### src/rtl/snoop_listener_array.sv
// Purpose: snooping coherence listener over a direct-mapped line array (MSI; MESI with SNOOP_MESI_EXCLUSIVE_EN).
// Latency: snoop_done 2 cycles after bus acceptance, plus the writeback cycles on a Modified hit.
// Backpressure: bus_ready only in IDLE; writeback holds wb_* stable until wb_ready is sampled high.
module snoop_listener_array #(
    parameter int ADDR_W  = 8,
    parameter int INDEX_W = 2,
    parameter int DATA_W  = 8
) (
    input  logic              Clock,
    input  logic              Resetn,
    input  logic              bus_valid,
    output logic              bus_ready,
    input  logic [1:0]        bus_op,
    input  logic [ADDR_W-1:0] bus_addr,
    input  logic              cpu_we,
    input  logic [ADDR_W-1:0] cpu_addr,
    input  logic [1:0]        cpu_state,
    input  logic [DATA_W-1:0] cpu_data,
    output logic              wb_valid,
    input  logic              wb_ready,
    output logic [ADDR_W-1:0] wb_addr,
    output logic [DATA_W-1:0] wb_data,
    output logic              abort_mem,
    output logic              snoop_done,
    output logic              snoop_hit,
    output logic [1:0]        line_state
);
    localparam int NUM_LINES = 1 << INDEX_W;
    localparam int TAG_W     = ADDR_W - INDEX_W;

    localparam logic [1:0] ST_I = 2'b00;
    localparam logic [1:0] ST_S = 2'b01;
    localparam logic [1:0] ST_M = 2'b10;
    localparam logic [1:0] ST_E = 2'b11;

    localparam logic [1:0] OP_RD  = 2'b01;
    localparam logic [1:0] OP_INV = 2'b11;

    typedef enum logic [1:0] {IDLE, LOOKUP, WRITEBACK, UPDATE} fsm_t;

    fsm_t fsm_q, fsm_d;

    logic [1:0]        line_st  [NUM_LINES];
    logic [TAG_W-1:0]  line_tag [NUM_LINES];
    logic [DATA_W-1:0] line_dat [NUM_LINES];

    logic [1:0]        op_q;
    logic [ADDR_W-1:0] addr_q;
    logic              hit_q;
    logic [1:0]        pre_q;
    logic              wbd_q;

    logic              pend_vld;
    logic [ADDR_W-1:0] pend_addr;
    logic [1:0]        pend_st;
    logic [DATA_W-1:0] pend_dat;

    logic [INDEX_W-1:0] s_idx;
    logic [INDEX_W-1:0] c_idx;
    logic [INDEX_W-1:0] p_idx;
    logic               lk_hit;
    logic               cpu_conflict;
    logic [1:0]         cpu_st_eff;

    // Exclusive encoding is only meaningful in the MESI build; elsewhere it collapses to Invalid.
    function automatic logic [1:0] coerce_state(input logic [1:0] s);
`ifdef SNOOP_MESI_EXCLUSIVE_EN
        return s;
`else
        return (s == ST_E) ? ST_I : s;
`endif
    endfunction

    assign s_idx        = addr_q[INDEX_W-1:0];
    assign c_idx        = cpu_addr[INDEX_W-1:0];
    assign p_idx        = pend_addr[INDEX_W-1:0];
    assign lk_hit       = (line_tag[s_idx] == addr_q[ADDR_W-1:INDEX_W]) && (line_st[s_idx] != ST_I);
    assign cpu_conflict = cpu_we && (fsm_q != IDLE) && (c_idx == s_idx);
    assign cpu_st_eff   = coerce_state(cpu_state);

    // Snoop FSM state register.
    always_ff @(posedge Clock or negedge Resetn) begin
        if (!Resetn) fsm_q <= IDLE;
        else         fsm_q <= fsm_d;
    end

    // Next-state and handshake outputs; all outputs derive from registered state so reset clears them at once.
    always_comb begin
        fsm_d      = fsm_q;
        bus_ready  = 1'b0;
        wb_valid   = 1'b0;
        wb_addr    = '0;
        wb_data    = '0;
        abort_mem  = 1'b0;
        snoop_done = 1'b0;
        snoop_hit  = 1'b0;
        line_state = ST_I;
        case (fsm_q)
            IDLE: begin
                bus_ready = 1'b1;
                if (bus_valid && bus_op != 2'b00) fsm_d = LOOKUP;
            end
            LOOKUP: begin
                // Invalidate against M is illegal; the line simply drops without a writeback.
                if (lk_hit && line_st[s_idx] == ST_M && op_q != OP_INV) fsm_d = WRITEBACK;
                else                                                   fsm_d = UPDATE;
            end
            WRITEBACK: begin
                wb_valid  = 1'b1;
                abort_mem = 1'b1;
                wb_addr   = addr_q;
                wb_data   = line_dat[s_idx];
                if (wb_ready) fsm_d = UPDATE;
            end
            UPDATE: begin
                snoop_done = 1'b1;
                snoop_hit  = hit_q;
                line_state = pre_q;
`ifdef SNOOP_MESI_EXCLUSIVE_EN
                abort_mem  = wbd_q || (hit_q && pre_q == ST_E && op_q == OP_RD);
`else
                abort_mem  = wbd_q;
`endif
                fsm_d      = IDLE;
            end
            default: fsm_d = IDLE;
        endcase
    end

    // Latch the accepted transaction and the lookup result for the UPDATE cycle.
    always_ff @(posedge Clock or negedge Resetn) begin
        if (!Resetn) begin
            op_q   <= 2'b00;
            addr_q <= '0;
            hit_q  <= 1'b0;
            pre_q  <= ST_I;
            wbd_q  <= 1'b0;
        end else begin
            if (fsm_q == IDLE && bus_valid && bus_op != 2'b00) begin
                op_q   <= bus_op;
                addr_q <= bus_addr;
                wbd_q  <= 1'b0;
            end
            if (fsm_q == LOOKUP) begin
                hit_q <= lk_hit;
                pre_q <= line_st[s_idx];
            end
            if (fsm_q == WRITEBACK && wb_ready) wbd_q <= 1'b1;
        end
    end

    // Line array: snoop downgrade, deferred CPU write (first IDLE cycle), then live CPU writes.
    always_ff @(posedge Clock or negedge Resetn) begin
        if (!Resetn) begin
            for (int i = 0; i < NUM_LINES; i++) begin
                line_st[i]  <= ST_I;
                line_tag[i] <= '0;
                line_dat[i] <= '0;
            end
            pend_vld  <= 1'b0;
            pend_addr <= '0;
            pend_st   <= ST_I;
            pend_dat  <= '0;
        end else begin
            // Any snooped hit ends as S for a read miss, otherwise I.
            if (fsm_q == UPDATE && hit_q)
                line_st[s_idx] <= (op_q == OP_RD) ? ST_S : ST_I;
            if (fsm_q == IDLE && pend_vld) begin
                pend_vld        <= 1'b0;
                line_st[p_idx]  <= pend_st;
                line_tag[p_idx] <= pend_addr[ADDR_W-1:INDEX_W];
                line_dat[p_idx] <= pend_dat;
            end
            if (cpu_conflict) begin
                // Only the latest conflicting write is kept.
                pend_vld  <= 1'b1;
                pend_addr <= cpu_addr;
                pend_st   <= cpu_st_eff;
                pend_dat  <= cpu_data;
            end else if (cpu_we) begin
                line_st[c_idx]  <= cpu_st_eff;
                line_tag[c_idx] <= cpu_addr[ADDR_W-1:INDEX_W];
                line_dat[c_idx] <= cpu_data;
            end
        end
    end

endmodule

### config.mk
export PLATFORM = sky130hd
export DESIGN_NAME = snoop_listener_array
export DESIGN_NICKNAME = d
export VERILOG_FILES = /design/src/rtl/snoop_listener_array.sv
export SDC_FILE = /design/constraint.sdc
export NUM_CORES = 1
export LEC_CHECK = 0
export ABC_AREA = 1
export BUFFER_PORTS_ARGS = -buffer_cell sky130_fd_sc_hd__buf_2
export CAP_MARGIN = 20
export CORE_MARGIN = 3
export CORE_UTILIZATION = 45
export CTS_CLUSTER_SIZE = 20
export DETAILED_ROUTE_END_ITERATION = 10
export GPL_TIMING_DRIVEN = 0
export PLACE_DENSITY = 0.63
export SYNTH_ARGS = -nofsm -noshare
export SYNTH_HDL_FRONTEND = slang
export SYNTH_SLANG_ARGS = --single-unit
### constraint.sdc
create_clock -name Clock -period 4.8 [get_ports Clock]
set_input_delay 0.24 -clock Clock [delete_from_list [all_inputs] [get_ports Clock]]
set_output_delay 0.24 -clock Clock [all_outputs]
set_load 0.01 [all_outputs]
==> run_results.csv <==
group,metric,value,unit
flow_run,maxCapViolCount,0,
floorplan,die_w,113,um
placement,io_buffers,55,
synthesis,syn-instance-count,705,
clock_network,htree_levels,3,
synthesis,synth_fp_nets,742,
worst_setup_path,startpoint_type,"flop",
cells_and_area,area_delta_synth_final,14.7,%
drt,drcViolationCount,0,
sta,fmax,0.373,GHz
power_and_ir_drop,peakVddDrop,0.000329,V
sta,layout_min_cycle_time,2.68,ns
floorplan,start_util,0.471,
min_path,hold_class,"in2reg",
power_and_ir_drop,p_leak,0.00311,uW
sta,setup_viol,0,
grt,grt-ovfl-total,0,
sta,finalCritPeriodShare,0.558,
clock_network,cts_setup_buffers,0,
synthesis,synth_top_cell_by_area,"dfrtp_1",
floorplan,die_area,12900,um2
clock_network,cts_tree,"done",
synthesis,ys_ff_latch,99,
cells_and_area,n_antenna_cell,0,
grt,grt_max_degree,51,
synthesis,yosysWarnings,0,
floorplan,die_y,113,um
floorplan,row_count,38,
drt,vias,4999,
clock_network,cts_buffers,9,
grt,antenna_found_initial,0,
clock_network,root_buffer,"clkbuf_16",
synthesis,post_synth_main_area_contributors,"dfrtp_1 48%, nand2_1 19%, o21ai_0 15%",
floorplan,core-area,11000,um2
clock_network,max-clock-path-buffers,2,
drt,dr_wl_met3,1120,um
clock_network,cts.sinks,99,
drt,dr.pass1.iters,5,
drt,top_layer,"met4",
cells_and_area,finalNetCount,810,
sta,slew_headroom,0.533,
sta,hold_viol,0,
sta,finClkSkew,0.0113,ns
synthesis,synth_top_cell_area_share,0.477,
clock_network,insertion_delay,0.36,ns
grt,grt_pass1_vias,4870,
worst_setup_path,cp-end-kind,"output port",
sta,slew_viol_final,0,
worst_setup_path,critPathSlowestCell,"clkinv_1",
drt,wl_per_cell,17.5,um
worst_setup_path,slowest_delay,0.48,ns
synthesis,avgSynthCellArea,7.36,um2
grt,grt_pass1_wl,25600,um
sta,tightest_slew,0.700,ns
clock_network,clk_pin_slew,0.07,ns
worst_setup_path,path_class,"reg2out",
drt,postRouteAntennaNets,0,
drt,drt-total-wl,16000,um
worst_setup_path,crit_arrival,2.44,ns
synthesis,ys_types,26,
worst_setup_path,crit_required,4.56,ns
synthesis,ys_seq_area_frac,0.477,
status,status,"completed",
sta,worst_slack,2.12,ns
cells_and_area,mostFrequentLayoutCells,"264 x nand2_1, 157 x o21ai_0, 99 x dfrtp_1",
clock_network,cts_resized,0,
cells_and_area,mostFrequentLayoutCell,"nand2_1",
drt,first_iter_violations,449,
sta,tns,0,ns
drt,routed-wl-met2,7230,um
floorplan,ioPinCount,56,
grt,grt.total_usage,0.260,
placement,dp_hpwl,10800,um
drt,wl_met1,7100,um
synthesis,netlist_area,5190,um2
sta,rsz0062_at_grt,"no",
placement,place_ws,2.53,ns
worst_setup_path,critPathMaxFanout,10,
cells_and_area,drive_above_1_share,0.113,
power_and_ir_drop,power.density,631,nW/um2
cells_and_area,nFillCells,1138,
worst_setup_path,path_cells,"inv_1 > ha_1 > clkbuf_1 > clkinv_1 > a21oi_1 > buf_2",
drt,viasPerCell,5.45,
placement,gp_congestion,0.874,
[repair_timing]
action / 4_1_cts / 5_1_grt
endpoints found under the hold margin: 49 / 0
setup endpoints to repair: 0 / 0
hold buffers: 1 / 0
[worst paths after layout]
path                              start  cells past startpoint            to  slack (ns)
max reg2reg                    fsm_q[0]                     10   line_dat[3]        2.56
min in group asynchronous        Resetn                      2   pend_dat[1]        0.47
min reg2reg                pend_addr[6]                      2  pend_addr[6]        0.49
min                         bus_addr[4]                      3     addr_q[4]        0.08
max in group asynchronous        Resetn                      3     addr_q[5]        3.66
max                            fsm_q[0]                      6    wb_data[6]        2.12
[routing by layer]
metal / vias up / GRT usage
li1: 2412 / -
met3: 38 / 0.0520
met5: - / 0
met1: 2340 / 0.356
met4: 0 / 0.121
met2: 209 / 0.401
[report_power, final]
group / total (uW) / switching [uW] / internal (uW)
registers: 1460 / 236 / 1220
logic: 1610 / 1040 / 571
clock network: 685 / 330 / 355
[Yosys cell counts]
| cell type | count |
|---|---|
| clkinv_1 | 2 |
| clkbuf_1 | 20 |
| a21oi_1 | 10 |
| dfrtp_1 | 99 |
| buf_2 | 10 |
| inv_2 | 1 |
| o22ai_1 | 1 |
| clkbuf_2 | 1 |
| ha_1 | 4 |
| inv_1 | 67 |
| buf_6 | 1 |
| nand2_1 | 264 |
| nand4_4 | 1 |
| buf_4 | 3 |
| nand3_1 | 11 |
| nand3_2 | 1 |
| a31oi_1 | 1 |
| a211oi_1 | 1 |
| nand4_1 | 3 |
| o211ai_1 | 8 |
| a22oi_1 | 17 |
| a221oi_1 | 1 |
| o21ai_0 | 157 |
| o21ai_1 | 1 |
| nor2_1 | 18 |
| nand3b_1 | 2 |
[sequential cells by signal (all words and copies together) (netlist names)]
register	flops
wbd_q	1
addr_q	8
pend_addr	8
line_dat	32
line_st	8
pre_q	2
hit_q	1
pend_vld	1
pend_dat	8
op_q	2
fsm_q	2
line_tag	24
pend_st	2
[final cells by class]
cell class | count | area (um2) | area share
sequential | 99 | 2480 | 0.416
clock inverter | 5 | 37.5 | 0.00631
tap | 140 | 175 | 0.0294
clock buffer | 11 | 233 | 0.0391
multi-input combinational | 501 | 2290 | 0.384
inverter | 70 | 263 | 0.0442
timing repair buffer | 57 | 315 | 0.0530
buffer | 35 | 164 | 0.0275
[worst max-delay path, delay by kind of cell (launching register included)]
family,cells,cell delay (ns)
buf+inv,4,1.17
compound gates,1,0.27
fa+ha+maj,1,0.21
flops,1,0.44
[kinds of logic (layout without fill, tap and decap cells)]
kind of cell | count (synthesis) | count (layout) | synth area share
flops | 99 | 99 | 0.477
fa+ha+maj | 4 | 4 | 0.00964
compound gates | 197 | 197 | 0.204
simple gates | 300 | 300 | 0.227
buf+inv | 105 | 178 | 0.0822
[through the flow]
stage | cells | utilization | power [uW] | hold slack, ns | area [um2]
6_report | 918 | 0.539 | 3750 | 0.0829 | 5950
5_1_grt | 918 | 0.539 | 4100 | 0.0853 | 5950
4_1_cts | 918 | 0.539 | 3760 | 0.0785 | 5950
3_5_place_dp | 901 | 0.514 | 3060 | 0.323 | 5670
3_3_place_gp | 900 | 0.511 | 3000 | 0.438 | 5640
2_1_floorplan | 705 | - | 2550 | -0.0556 | 5190
Power figures use the tool's default switching activity.
